--- src/rtl/adc_frame_packer_pkg.sv ---
// rtl/adc_frame_packer_pkg.sv - shared ADC/CSI packet definitions
//
// Purpose : FSM state encoding, header byte count and default sync marker
//           shared by the ADC frame packer and its neighbours.
// Ports   : none (package)
package adc_frame_packer_pkg;

   typedef enum logic [1:0] {
      ST_IDLE = 2'd0,
      ST_HDR  = 2'd1,
      ST_DATA = 2'd2,
      ST_CSUM = 2'd3
   } state_t;

   // Header = sync word (2 bytes) + sequence number (2 bytes).
   localparam int          HDR_BYTES         = 4;
   localparam logic [15:0] DEFAULT_SYNC_WORD = 16'hA55A;

endpackage

--- src/rtl/adc_frame_packer.sv ---
// rtl/adc_frame_packer.sv - packs one multi-channel ADC sample into a byte packet
//
// Purpose : Captures NUM_CH 16-bit channel words on sample_valid&&enable and
//           streams SYNC_WORD, seq, ch1..chN, XOR checksum, low byte first,
//           with a valid/ready handshake on the byte output.
// Ports   : sys_clk      - single clock, rising edge
//           rst          - synchronous active-high reset
//           enable       - capture enable for new samples
//           sample_valid - one-cycle pulse, ADC read complete
//           ch_data      - NUM_CH*16 channel words, channel 1 at [15:0]
//           out_ready    - downstream can accept a byte
//           out_valid    - out_data holds a valid byte
//           out_data     - packet byte
//           out_last     - checksum byte (final byte of packet)
//           busy         - packet in progress
//           drop_cnt     - saturating count of samples lost while busy
module adc_frame_packer
   import adc_frame_packer_pkg::*;
#(
   parameter int          NUM_CH    = 8,
   parameter logic [15:0] SYNC_WORD = DEFAULT_SYNC_WORD
) (
   input  logic                 sys_clk,
   input  logic                 rst,
   input  logic                 enable,
   input  logic                 sample_valid,
   input  logic [NUM_CH*16-1:0] ch_data,
   input  logic                 out_ready,
   output logic                 out_valid,
   output logic [7:0]           out_data,
   output logic                 out_last,
   output logic                 busy,
   output logic [15:0]          drop_cnt
);

   localparam int         DATA_BYTES = 2 * NUM_CH;
   localparam logic [4:0] HDR_LAST   = 5'(HDR_BYTES - 1);
   localparam logic [4:0] DATA_LAST  = 5'(HDR_BYTES + DATA_BYTES - 1);

   state_t                r_state;
   state_t                w_state_nxt;
   logic [4:0]            r_byte_cnt;   // byte index within the packet
   logic [NUM_CH*16-1:0]  r_cap;
   logic [15:0]           r_seq;
   logic [7:0]            r_csum;       // XOR of bytes already transferred
   logic [15:0]           r_drop_cnt;

   logic                  w_xfer;
   logic                  w_capture_req;
   logic                  w_start;
   logic                  w_drop;
   logic [7:0]            w_byte;

   assign out_valid     = (r_state != ST_IDLE);
   assign out_last      = (r_state == ST_CSUM);
   assign out_data      = w_byte;
   assign busy          = out_valid;
   assign drop_cnt      = r_drop_cnt;

   assign w_xfer        = out_valid && out_ready;
   assign w_capture_req = sample_valid && enable;
   // A new sample is taken when idle, or in the very cycle the checksum
   // byte leaves, so back-to-back packets have no gap.
   assign w_start       = w_capture_req &&
                          ((r_state == ST_IDLE) || ((r_state == ST_CSUM) && w_xfer));
   assign w_drop        = w_capture_req && !w_start;

   always_ff @(posedge sys_clk) begin
      if (rst) begin
         r_state <= ST_IDLE;
      end else begin
         r_state <= w_state_nxt;
      end
   end

   always_comb begin
      w_state_nxt = r_state;
      case (r_state)
         ST_IDLE: if (w_start) w_state_nxt = ST_HDR;
         ST_HDR:  if (w_xfer && (r_byte_cnt == HDR_LAST)) w_state_nxt = ST_DATA;
         ST_DATA: if (w_xfer && (r_byte_cnt == DATA_LAST)) w_state_nxt = ST_CSUM;
         ST_CSUM: if (w_xfer) w_state_nxt = w_start ? ST_HDR : ST_IDLE;
         default: w_state_nxt = ST_IDLE;
      endcase
   end

   // Byte-select mux. Channel bytes are already laid out low byte first in
   // the capture register, so data byte b is simply r_cap byte b.
   always_comb begin
      w_byte = 8'h00;
      case (r_state)
         ST_HDR: begin
            case (r_byte_cnt[1:0])
               2'd0:    w_byte = SYNC_WORD[7:0];
               2'd1:    w_byte = SYNC_WORD[15:8];
               2'd2:    w_byte = r_seq[7:0];
               default: w_byte = r_seq[15:8];
            endcase
         end
         ST_DATA: begin
            for (int b = 0; b < DATA_BYTES; b++) begin
               if (r_byte_cnt == 5'(HDR_BYTES + b)) w_byte = r_cap[b*8 +: 8];
            end
         end
         ST_CSUM: w_byte = r_csum;
         default: w_byte = 8'h00;
      endcase
   end

   always_ff @(posedge sys_clk) begin
      if (rst) begin
         r_byte_cnt <= 5'd0;
         r_cap      <= '0;
         r_seq      <= 16'd0;
         r_csum     <= 8'h00;
         r_drop_cnt <= 16'd0;
      end else begin
         if (w_start) begin
            r_cap      <= ch_data;
            r_byte_cnt <= 5'd0;
            r_csum     <= 8'h00;
         end else if (w_xfer) begin
            r_byte_cnt <= r_byte_cnt + 5'd1;
            r_csum     <= r_csum ^ w_byte;
         end
         if ((r_state == ST_CSUM) && w_xfer) begin
            r_seq <= r_seq + 16'd1;
         end
         if (w_drop && (r_drop_cnt != 16'hFFFF)) begin
            r_drop_cnt <= r_drop_cnt + 16'd1;
         end
      end
   end

endmodule

--- config.mk ---
export PLATFORM = sky130hd
export DESIGN_NAME = adc_frame_packer
export DESIGN_NICKNAME = d
export VERILOG_FILES = /design/src/rtl/adc_frame_packer_pkg.sv /design/src/rtl/adc_frame_packer.sv
export SDC_FILE = /design/constraint.sdc
export NUM_CORES = 1
export LEC_CHECK = 0
export ABC_CLOCK_PERIOD_IN_PS = 2600
export BUFFER_PORTS_ARGS = -buffer_cell sky130_fd_sc_hd__buf_2
export CAP_MARGIN = 5
export CORE_MARGIN = 2
export CORE_UTILIZATION = 51
export DETAILED_ROUTE_END_ITERATION = 10
export PLACE_DENSITY = 0.86
export SYNTH_ARGS = -nofsm -noshare
export SYNTH_HDL_FRONTEND = slang
export SYNTH_SLANG_ARGS = --single-unit
--- constraint.sdc ---
create_clock -name sys_clk -period 2.6 [get_ports sys_clk]
set_input_delay 0.13 -clock sys_clk [delete_from_list [all_inputs] [get_ports sys_clk]]
set_output_delay 0.13 -clock sys_clk [all_outputs]
set_load 0.01 [all_outputs]
# Word level (Yosys, flattened, before mapping)
# Cells that the tools add are included.
[word_totals]
ff_bits = 175
latch_bits = 0
mem_bits_rw = 0
romBits = 0
mem_count = 0
[op_classes]
addsub = 3
multipliers = 0
n_div = 0
n_lt_le_gt_ge = 0
eq_ne = 27
shift = 0
muxes = 24
bitwise_logic = 1
reduce_logical = 15
[op_table]
columns = ["cell", "count"]
rows = [
  ["8-bit 2-to-1 mux", 16],
  ["8-bit case mux with 3 select lines", 2],
  ["5-bit by 4-bit equality test with 1-bit output, second input constant", 8],
  ["16-bit by 1-bit adder with 16-bit output, second input constant", 2],
  ["5-bit by 3-bit equality test with 1-bit output, second input constant", 4],
  ["5-bit equality test, second input constant", 4],
  ["16-bit inequality test, second input constant", 1],
  ["1-bit logical AND", 8],
  ["2-bit 2-to-1 mux", 4],
  ["2-bit case mux with 4 select lines", 1],
  ["8-bit bitwise XOR", 1],
  ["2-bit equality test, second input constant", 3],
  ["2-bit inequality test, second input constant", 3],
  ["5-bit by 1-bit adder with 5-bit output, second input constant", 1],
  ["5-bit by 2-bit equality test with 1-bit output, second input constant", 1],
  ["2-bit by 1-bit equality test with 1-bit output, second input constant", 2],
  ["2-bit zero test", 2],
  ["4-bit AND reduction", 1],
  ["2-bit by 1-bit inequality test with 1-bit output, second input constant", 1],
  ["2-bit nonzero test", 1],
  ["2-bit OR reduction", 1],
  ["1-bit zero test", 1],
  ["1-bit logical OR", 1],
  ["1-bit 2-to-1 mux", 1],
]

# Longest topological paths before layout
# Gate-level depths: netlist (run 1).
[depth]
depth_word = 19
ltp_mapped = 13

# Worst setup path after synthesis (run 1)
# OpenSTA, ideal clock, no wires.
[synth_path]
path_type = "flip-flop to output port"
start = "register r_byte_cnt[0]"
end = "output port out_data[7]"
t_arrival_ns = 2.642
t_required_ns = 2.470
slack_ns = -0.172
path_stages_with_launch = 14
path_buffers = 4
path_cell_list = "dfxtp_1 > ha_1 > buf_2 > buf_2 > buf_2 > and3_1 > ha_1 > clkbuf_1 > inv_1 > o211ai_1 > o221a_2 > o21a_1 > o21ai_0 > a21oi_1"
[synth_via]
elab_chain_len = 18
word_cells_on_any_way = 37
[synth_lines]
columns = ["element", "line", "rtl"]
rows = [
  ["start: declaration", "adc_frame_packer.sv:42", "logic [4:0] r_byte_cnt;"],
  ["start signal: assignment", "adc_frame_packer.sv:123", "r_byte_cnt <= r_byte_cnt + 5'd1;"],
  ["5-bit by 3-bit equality test with 1-bit output", "adc_frame_packer.sv:102", "if (r_byte_cnt == 5'(HDR_BYTES + b)) w_byte = r_cap[b*8 +: 8];"],
  ["8-bit 2-to-1 mux (16 in a row)", "adc_frame_packer.sv:102", ""],
  ["8-bit case mux with 3 select lines *", "adc_frame_packer.sv:91", "case (r_state)"],
  ["end: declaration", "adc_frame_packer.sv:30", "output logic [7:0] out_data,"],
]
# Mark *: on every way between the ends. The rest lies on a longest branch, timed or not.

# Worst setup path in the final report (run 1)
[layout_path]
start = "register r_byte_cnt[1]"
end = "output port out_data[5]"
# The elaborated chain is that of the path after synthesis.

==> results of run 1 <==
==> power groups by stage <==
stage | logic (uW) | registers, uW | clock network, uW
2_1_floorplan | 1360 | 3120 | 0
3_3_place_gp | 1910 | 3190 | 0
3_5_place_dp | 1960 | 3200 | 0
4_1_cts | 2380 | 3150 | 2460
5_1_grt | 2860 | 3200 | 2580
6_report | 2740 | 3200 | 2490
==> what timing repair did <==
action / CTS / global route
endpoints found under the setup margin: 8 / 8
buffers inserted: 28 / 4
pin swaps: 28 / 23
resized for setup: 90 / 47
endpoints found under the hold margin: 130 / 0
cloned: 2 / 0
hold buffers: 129 / 0
==> sequential cells by signal (all words and copies together), names as in the netlist <==
| signal | count |
|---|---|
| drop_cnt | 16 |
| r_byte_cnt | 5 |
| r_csum | 8 |
| r_state | 2 |
| r_seq | 16 |
| r_cap | 128 |
==> final cells by class <==
class,instances,share of cell area
multi-input combinational,894,0.425
sequential,175,0.276
timing repair buffer,366,0.225
clock buffer,18,0.0345
tap,225,0.0221
clock inverter,13,0.00914
inverter,24,0.00747
antenna,1,0.000196
==> path summary, 6_finish.rpt <==
check,endpoint,start,slack [ns],cells after the start
min,r_state[0],out_ready,0.34,5
max,out_data[5],r_byte_cnt[1],-0.29,11
min reg2reg,r_cap[79],r_cap[79],0.46,2
max reg2reg,r_csum[0],r_byte_cnt[0],0.05,11
==> tightest hold or removal path, delay by kind of cell <==
family | cells | cell delay [ns]
AO/OA/AOI/OAI | 3 | 0.35
AND/OR/NAND/NOR | 1 | 0.11
buffers and inverters | 1 | 0.13
==> routing by layer <==
layer	GRT usage	up-vias	routed length, um
li1	-	4677	-
met1	0.441	4950	13200
met2	0.595	1007	16600
met3	0.112	350	4580
met4	0.214	0	3130
met5	0	-	0
==> metrics by stage <==
stage          hold slack, ns  setup WS (ns)  TNS [ns]
2_1_floorplan           0.266        0.00478         0
3_3_place_gp            0.344        -0.0664   -0.0664
3_5_place_dp            0.352        -0.0755   -0.0755
4_1_cts                 0.267        -0.0675    -0.238
5_1_grt                 0.347         -0.314     -1.76
6_report                0.336         -0.286     -1.55
==> cells by family after synthesis <==
group           synth area share
simple gates               0.273
fa+ha+maj                 0.0182
flops                      0.392
xor+xnor                  0.0294
mux                       0.0125
buf+inv                   0.0550
compound gates             0.220
==> placed cells by master, fill, tap and decap left out, drive strengths merged, types with 11 or more instances in the layout <==
| cell | Yosys | final |
|---|---|---|
| o21ai | 33 | 33 |
| inv | 24 | 26 |
| dfxtp | 175 | 175 |
| nand2b | 21 | 21 |
| nor2 | 70 | 70 |
| clkbuf | 63 | 18 |
| xor2 | 20 | 20 |
| nand2 | 310 | 310 |
| nand3b | 11 | 11 |
| nor2b | 14 | 14 |
| a211oi | 12 | 12 |
| a21oi | 173 | 173 |
| o211ai | 11 | 11 |
| dlygate4sd3 | 0 | 129 |
| ha | 13 | 13 |
| nand3 | 23 | 23 |
| buf | 30 | 237 |
==> run_results.csv, run 1 <==
group,metric,value,unit
outcome,status,"complete, but fails checks",
outcome,violations,"DRC, setup timing",
logic_synthesis,synth_commonest_cells,"310 x nand2_1, 175 x dfxtp_1, 173 x a21oi_1",
critical_path,cp_slowest_stage_delay,0.40,ns
placed_design,dp_cells,1521,
global_routing,grt_max_degree,129,
logic_synthesis,async_flop_share,0,
logic_synthesis,synth.most_common_cell,"nand2_1",
timing,finalHoldViolCount,0,
cells_and_area,finish.utilization,0.739,
global_routing,grt_pass1_wl,53500,um
detailed_routing,ant_nets,0,
detailed_routing,drt-vias-per-instance,6.40,
placed_design,portBuffers,159,
power,vdd_drop_max,542,uV
power,swShare,0.363,
logic_synthesis,synth-seq-cells,175,
floorplanning,die_w,136,um
critical_path,crit_fanout,6,
floorplanning,start_util,0.519,
run,drv_cap,0,
timing,tightestPinTransition,0.835,ns
floorplanning,die_area,18600,um2
placed_design,dpl_cell_area,10000,um2
cts,clkSlewWorstSetupHoldPaths,0.07,ns
cts,cts-root-buf,"clkbuf_16",
detailed_routing,wl,37500,um
cts,clkLatencyLatePin,0.44,ns
placed_design,hpwl,18900,um
detailed_routing,drt_iter0_drc,1876,
power,p_int,5370,uW
global_routing,grt_antenna_before_repair,1,
logic_synthesis,synthFlopType,"dfxtp_1",
logic_synthesis,synthesis.area,8940,um2
power,power,8430,uW
logic_synthesis,postSynthCellCount,1186,
cts,cts.sinks,175,
floorplanning,row_count,48,
detailed_routing,routedWlPerCell,21.9,um
cts,cts_buffer_depth,2,
logic_synthesis,synth_area_leader_cell,"dfxtp_1",
critical_path,cp_slowest_cell,"dfxtp_4",
cts,cts_tree,"yes",
cells_and_area,seq_area,3510,um2
timing,slew_viol_final,0,
logic_synthesis,ys.warnings.count,0,
critical_path,endpoint_kind,"output pin",
min_path,hp-class,"primary input to register",
cells_and_area,stdcell_count,1716,
power,pwr-share-clk,0.295,
critical_path,critical_path.cell_chain,"inv_4 > ha_4 > buf_12 > buf_6 > or2_4 > o31ai_4 > o2111ai_2 > o211ai_1 > nand2_1 > a21oi_2 > buf_2",
floorplanning,core,17200,um2
power,power.leakage,0.00484,uW
floorplanning,die_h,136,um
detailed_routing,via_count,11000,
critical_path,cp_num_buf_inv,4,
detailed_routing,drc,4,
logic_synthesis,syn_nets,1332,
critical_path,cp_top_family,"compound AO/OA/AOI/OAI gates",
global_routing,grt_util_all_layers,0.371,
timing,fmax,0.347,GHz
global_routing,grt_overflow,0,
critical_path,crit_type,"register to output pin",
timing,setup_violations,8,
logic_synthesis,synth_edf_count,0,
timing,slew_headroom,0.443,
logic_synthesis,seq_area_frac_synth,0.392,
timing,setup_ws,-0.286,ns
cts,htreeDepth,4,
cells_and_area,drive_gt1_frac,0.240,
detailed_routing,drtPass1Iterations,11,
critical_path,worst_ep_required_time,2.47,ns
logic_synthesis,synth.distinct_cells,71,
power,switchingPower,3060,uW
cells_and_area,finalInstanceArea,12700,um2
cells_and_area,nNetsFinal,1624,
power,seq_power_share,0.380,
critical_path,crit_path_start_kind,"register",
timing,min_period,2.89,ns
logic_synthesis,synthTopCellsByArea,"dfxtp_1 39%, nand2_1 13%, a21oi_1 9.7%",
global_routing,first_global_vias,10300,
cells_and_area,multiInputGateArea,5420,um2
logic_synthesis,synth_top_area_frac,0.392,
timing,finClkSkew,0.0140,ns
cells_and_area,fill_cells,1032,
floorplanning,io_pins,160,
timing,final_min_period_over_clock_period,1.11,
power,power_density,662,nW/um2
cts,numCtsBuffers,17,
timing,rsz0062_at_grt,"yes",
placed_design,gp_routability_congestion,1.05,
critical_path,crit_arrival,2.76,ns
logic_synthesis,syn_area_per_cell,7.54,um2
power,p_comb_frac,0.325,
cells_and_area,area_delta_synth_final,42.5,%
Note: power is estimated with default switching activity, not from simulation.
==> run 2, diff against run 1 <==
- MAX_ROUTING_LAYER: not set -> met4
==> run 2 against run 1 <==
Compared with the run above: via count is 5.4% lower; sequential share of layout area increased by 0.49 points; core utilization fell by 1.2 points; non-clock buffer count is 11 lower; clock skew fell by 0.0051 ns; the run ends with setup timing left; count of clock-buffer cells in the layout did not move; worst setup slack improved by 0.13 ns; flip-flop and latch count unchanged; combinational power down 9.9%; die area did not move; critical endpoint is now out_data[7]; largest power group unchanged.
==> run_results.csv, run 2 (synthesis gave the netlist of run 1 again) <==
group,metric,value,unit
timing,finClkSkew,0.00892,ns
floorplanning,die_area,18600,um2
cells_and_area,multiInputGateArea,5290,um2
cells_and_area,top_register,"r_cap",
timing,tightestPinTransition,0.678,ns
cells_and_area,nNetsFinal,1613,
cts,cts_tree,"yes",
placed_design,portBuffers,159,
floorplanning,die_h,136,um
global_routing,grt_max_degree,162,
critical_path,critical_path.cell_chain,"inv_4 > ha_4 > buf_8 > and3b_1 > a2111oi_2 > o211ai_1 > o21a_1 > o21ai_2 > a21oi_2 > buf_2",
timing,rsz0062_at_grt,"yes",
floorplanning,io_pins,160,
timing,fin_tns_setup,-0.975,ns
outcome,status,"complete, but fails checks",
critical_path,cp_slowest_stage_delay,0.42,ns
cells_and_area,final_cell_mix,"309 x nand2_1, 171 x dfxtp_1, 166 x a21oi_1",
cells_and_area,area_delta_synth_final,40.2,%
critical_path,reg2reg_slack,0.11,ns
cts,clkLatencyLatePin,0.44,ns
floorplanning,row_count,48,
min_path,hold-path-endpoint,"r_state[0]",
critical_path,rr_endpoint,"r_csum[1]",
detailed_routing,drt-vias-per-instance,6.09,
critical_path,crit_path_start_kind,"register",
critical_path,r2r_cells,10,
cts,cts-root-buf,"clkbuf_16",
placed_design,gp_routability_congestion,1.05,
cells_and_area,layout_commonest_cell,"nand2_1",
cts,cts.sinks,175,
timing,fmax,0.362,GHz
critical_path,endpoint_kind,"output pin",
critical_path,crit_arrival,2.63,ns
global_routing,first_global_vias,9680,
critical_path,cp_num_buf_inv,3,
cells_and_area,fill_cells,1111,
critical_path,worst_ep_required_time,2.47,ns
global_routing,grt_overflow,0,
cells_and_area,diodes,0,
detailed_routing,drc,0,
cts,cts_buffer_depth,2,
critical_path,r2r_start,"r_byte_cnt[0]",
timing,setup_violations,8,
timing,finalHoldViolCount,0,
detailed_routing,drtPass1Iterations,8,
cells_and_area,drive_gt1_frac,0.222,
timing,min_period,2.76,ns
detailed_routing,via_count,10400,
detailed_routing,routedWlPerCell,19.2,um
cts,numCtsBuffers,17,
critical_path,cp_slowest_cell,"dfxtp_4",
floorplanning,start_util,0.519,
critical_path,crit_type,"register to output pin",
detailed_routing,wl,32700,um
cts,htreeDepth,4,
min_path,min_from,"out_ready",
run,drv_cap,0,
global_routing,grt_util_all_layers,0.349,
min_path,whs_path_depth,5,
floorplanning,core,17200,um2
timing,final_min_period_over_clock_period,1.06,
detailed_routing,drt_iter0_drc,1502,
critical_path,crit_cells,10,
power,power.leakage,0.00480,uW
cells_and_area,largest_register_ffs,128,
timing,setup_ws,-0.160,ns
power,power_density,661,nW/um2
timing,slew_viol_final,0,
critical_path,cp_top_family,"compound AO/OA/AOI/OAI gates",
global_routing,grt_pass1_wl,49700,um
min_path,hp-class,"primary input to register",
floorplanning,die_w,136,um
timing,slew_headroom,0.548,
outcome,violations,"setup timing",
critical_path,crit_fanout,14,
global_routing,grt_antenna_before_repair,0,
power,vdd_drop_max,529,uV
cells_and_area,seq_area,3520,um2
placed_design,post-place-ws,-0.135,ns
cts,clkSlewWorstSetupHoldPaths,0.07,ns
placed_design,hpwl,18400,um
detailed_routing,ant_nets,0,
-- run 2: routing by layer --
layer,track usage,routed length [um]
met1,0.428,12400
met2,0.545,15000
met3,0.0783,3440
met4,0.166,1890
met5,-,0
-- run 2: worst max path at each step --
stage / startpoint / endpoint / slack, ns
2_1_floorplan: r_byte_cnt[0] / r_csum[1] / 0.005
3_3_place_gp: r_byte_cnt[0] / out_data[5] / -0.13
3_5_place_dp: r_byte_cnt[0] / out_data[5] / -0.13
4_1_cts: r_byte_cnt[0] / out_data[6] / -0.08
5_1_grt: r_byte_cnt[0] / out_data[7] / -0.25
6_report: r_byte_cnt[0] / out_data[7] / -0.16
-- run 2: layout make-up --
| type | count | area share |
|---|---|---|
| multi-input cells | 894 | 0.422 |
| repair buffers | 355 | 0.220 |
| flip-flops and latches | 175 | 0.281 |
| well taps | 225 | 0.0225 |
| clock inverters | 14 | 0.0124 |
| inverters | 24 | 0.00759 |
| clock buffers | 18 | 0.0351 |
-- run 2: power breakdown --
part	internal [uW]	switching [uW]	leakage, uW
clock	1460	1160	0.000293
combinational	1010	1460	0.00308
sequential	2940	239	0.00143
-- run 2: worst min-delay path, cell delays in order --
cell,delay [ns]
buf_2,0.13
nand4b_1,0.10
a21oi_1,0.11
o21ai_0,0.09
a221oi_1,0.09
-- run 2: repair_timing --
action,in CTS,in global routing
setup buffers,19,5
gates cloned,1,0
pin swaps,24,5
hold buffers,129,0
setup endpoints to repair,9,8
hold endpoints to repair,130,0
resized for setup,78,20
-- run 2: through the flow --
step           power, uW  hold WS, ns  utilization  cells  cell area, um2
2_1_floorplan       4470        0.266            -   1186            8960
3_3_place_gp        5100        0.351        0.582   1519           10000
6_report            8280        0.259        0.727   1705           12500
5_1_grt             8570        0.295        0.727   1705           12500
3_5_place_dp        5160        0.357        0.582   1519           10000
4_1_cts             8040        0.251        0.719   1700           12400
==> run 3, diff against run 2 <==
- ABC_CLOCK_PERIOD_IN_PS: 2600 -> 3500
- CORE_UTILIZATION: 51 -> 55
- PLACE_DENSITY: 0.86 -> 0.88
- REMOVE_ABC_BUFFERS: not set -> 1
- clock period: 2.6 -> 3.5 ns (I/O delays scaled with it)
==> run 3 against run 2 <==
Compared with the run above: the run ends with hold timing left; clock skew grew 0.00091 ns; core utilization shrank 2.2 points; routed wire length shrank 16%; non-clock buffer count shrank 93; count of clock-buffer cells in the layout grew 2; sequential power shrank 26%; cell count shrank 6.0%; via count shrank 9.1%; critical path depth is the same; hold slack lost 0.27 ns; critical endpoint unchanged; largest cell class unchanged; highest routed layer unchanged.
==> run_results.csv, run 3 (synthesis gave the netlist of run 1 again) <==
group,metric,value,unit
cells_and_area,fill_cells,1182,
cells_and_area,drive_gt1_frac,0.167,
global_routing,grt_overflow,0,
min_path,hp-class,"primary input to register",
cts,cts_buffer_depth,2,
cts,cts_tree,"yes",
global_routing,grt_pass1_wl,43700,um
detailed_routing,routedWlPerCell,17.1,um
power,power.leakage,0.00425,uW
floorplanning,die_h,131,um
detailed_routing,via_count,9444,
timing,rsz0062_at_grt,"no",
critical_path,crit_path_start_kind,"register",
cts,cts.sinks,175,
power,power_density,515,nW/um2
global_routing,grt_max_degree,95,
timing,slew_headroom,0.399,
global_routing,first_global_vias,9152,
detailed_routing,drt_iter0_drc,1132,
floorplanning,die_w,131,um
run,drv_cap,0,
global_routing,grt_antenna_before_repair,1,
floorplanning,core,15900,um2
critical_path,crit_fanout,15,
cts,htreeDepth,4,
cells_and_area,top_register,"r_cap",
timing,min_period,3.31,ns
global_routing,grt_util_all_layers,0.318,
timing,fmax,0.302,GHz
outcome,violations,"hold timing",
critical_path,rr_endpoint,"r_state[0]",
detailed_routing,drc,0,
critical_path,crit_arrival,3.14,ns
timing,tightestPinTransition,0.901,ns
timing,hold_slack,-0.00827,ns
floorplanning,die_area,17300,um2
detailed_routing,wl,27400,um
critical_path,reg2reg_slack,0.65,ns
cells_and_area,final_cell_mix,"309 x nand2_1, 175 x dfxtp_1, 173 x a21oi_1",
timing,finClkSkew,0.00983,ns
cts,numCtsBuffers,17,
min_path,min_from,"ch_data[13]",
critical_path,crit_type,"register to output pin",
placed_design,portBuffers,159,
timing,finalHoldViolCount,2,
cells_and_area,area_delta_synth_final,25.3,%
outcome,status,"complete, but fails checks",
cells_and_area,finalInstanceArea,11200,um2
cells_and_area,nNetsFinal,1520,
placed_design,dpl_cell_area,9790,um2
cts,post_cts_buffers,0,
placed_design,hpwl,17500,um
min_path,whs_path_depth,3,
cells_and_area,largest_register_ffs,128,
detailed_routing,ant_nets,0,
cells_and_area,layout_commonest_cell,"nand2_1",
cts,cts-root-buf,"clkbuf_16",
floorplanning,start_util,0.563,
timing,final_min_period_over_clock_period,0.947,
critical_path,r2r_start,"r_byte_cnt[1]",
critical_path,worst_ep_required_time,3.32,ns
detailed_routing,drtPass1Iterations,7,
timing,setup_violations,0,
floorplanning,io_pins,160,
critical_path,r2r_cells,7,
critical_path,endpoint_kind,"output pin",
power,vdd_drop_max,421,uV
cts,clkLatencyLatePin,0.43,ns
min_path,hold-path-endpoint,"r_cap[13]",
floorplanning,row_count,46,
timing,slew_viol_final,0,
placed_design,gp_routability_congestion,0.974,
detailed_routing,drt-vias-per-instance,5.89,
cts,clkSlewWorstSetupHoldPaths,0.07,ns
run 3: final cells by class:
cell class | count | area, um2 | share of cell area
multi-input combinational | 894 | 4970 | 0.444
sequential | 175 | 3500 | 0.313
timing repair buffer | 262 | 1770 | 0.158
clock buffer | 20 | 457 | 0.0408
tap | 216 | 270 | 0.0241
clock inverter | 11 | 135 | 0.0121
inverter | 24 | 90.1 | 0.00804
antenna | 1 | 2.50 | 0.000223
run 3: where the power goes:
| group | internal [uW] | switching, uW | leakage (uW) |
|---|---|---|---|
| sequential | 2180 | 151 | 0.00142 |
| clock | 1090 | 815 | 0.000279 |
| combinational | 562 | 962 | 0.00255 |
run 3: through the flow:
stage | total power [uW] | cells | TNS (ns) | utilization | setup slack (ns)
2_1_floorplan | 3260 | 1093 | -234.67 | - | -2.11
3_3_place_gp | 3710 | 1490 | 0 | 0.616 | 0.660
3_5_place_dp | 3750 | 1490 | 0 | 0.616 | 0.599
4_1_cts | 5690 | 1598 | 0 | 0.702 | 0.135
5_1_grt | 6000 | 1603 | 0 | 0.705 | 0.0429
6_report | 5770 | 1603 | 0 | 0.705 | 0.186
run 3: timing repair:
| item | CTS | global route |
|---|---|---|
| gates resized for setup | 0 | 1 |
| hold buffers | 77 | 4 |
| setup endpoints to repair | 0 | 2 |
| hold endpoints to repair | 77 | 4 |
run 3: layer usage:
metal  vias to the layer above  wire length, um  global-route usage
met5                         -                0                   -
met3                       138             2230              0.0575
met1                      4287            10500               0.366
met4                         0             1280               0.160
li1                       4478                -                   -
met2                       541            13400               0.535
run 3: worst max path at each step:
stage                   from  slack (ns)          end
2_1_floorplan     r_state[1]       -2.11   r_state[0]
3_3_place_gp   r_byte_cnt[0]        0.66  out_data[0]
3_5_place_dp   r_byte_cnt[0]        0.60  out_data[0]
4_1_cts        r_byte_cnt[0]        0.13  out_data[0]
5_1_grt        r_byte_cnt[1]        0.04  out_data[7]
6_report       r_byte_cnt[1]        0.19  out_data[7]
run 3: worst max-delay path, cell delays in order (launching register included):
cell,delay (ns)
dfxtp_1,0.38
inv_1,0.14
ha_1,0.47
buf_4,0.28
and3b_1,0.20
a2111oi_0,0.41
o211ai_1,0.17
o21a_1,0.21
o21ai_0,0.14
a21oi_1,0.12
buf_2,0.18
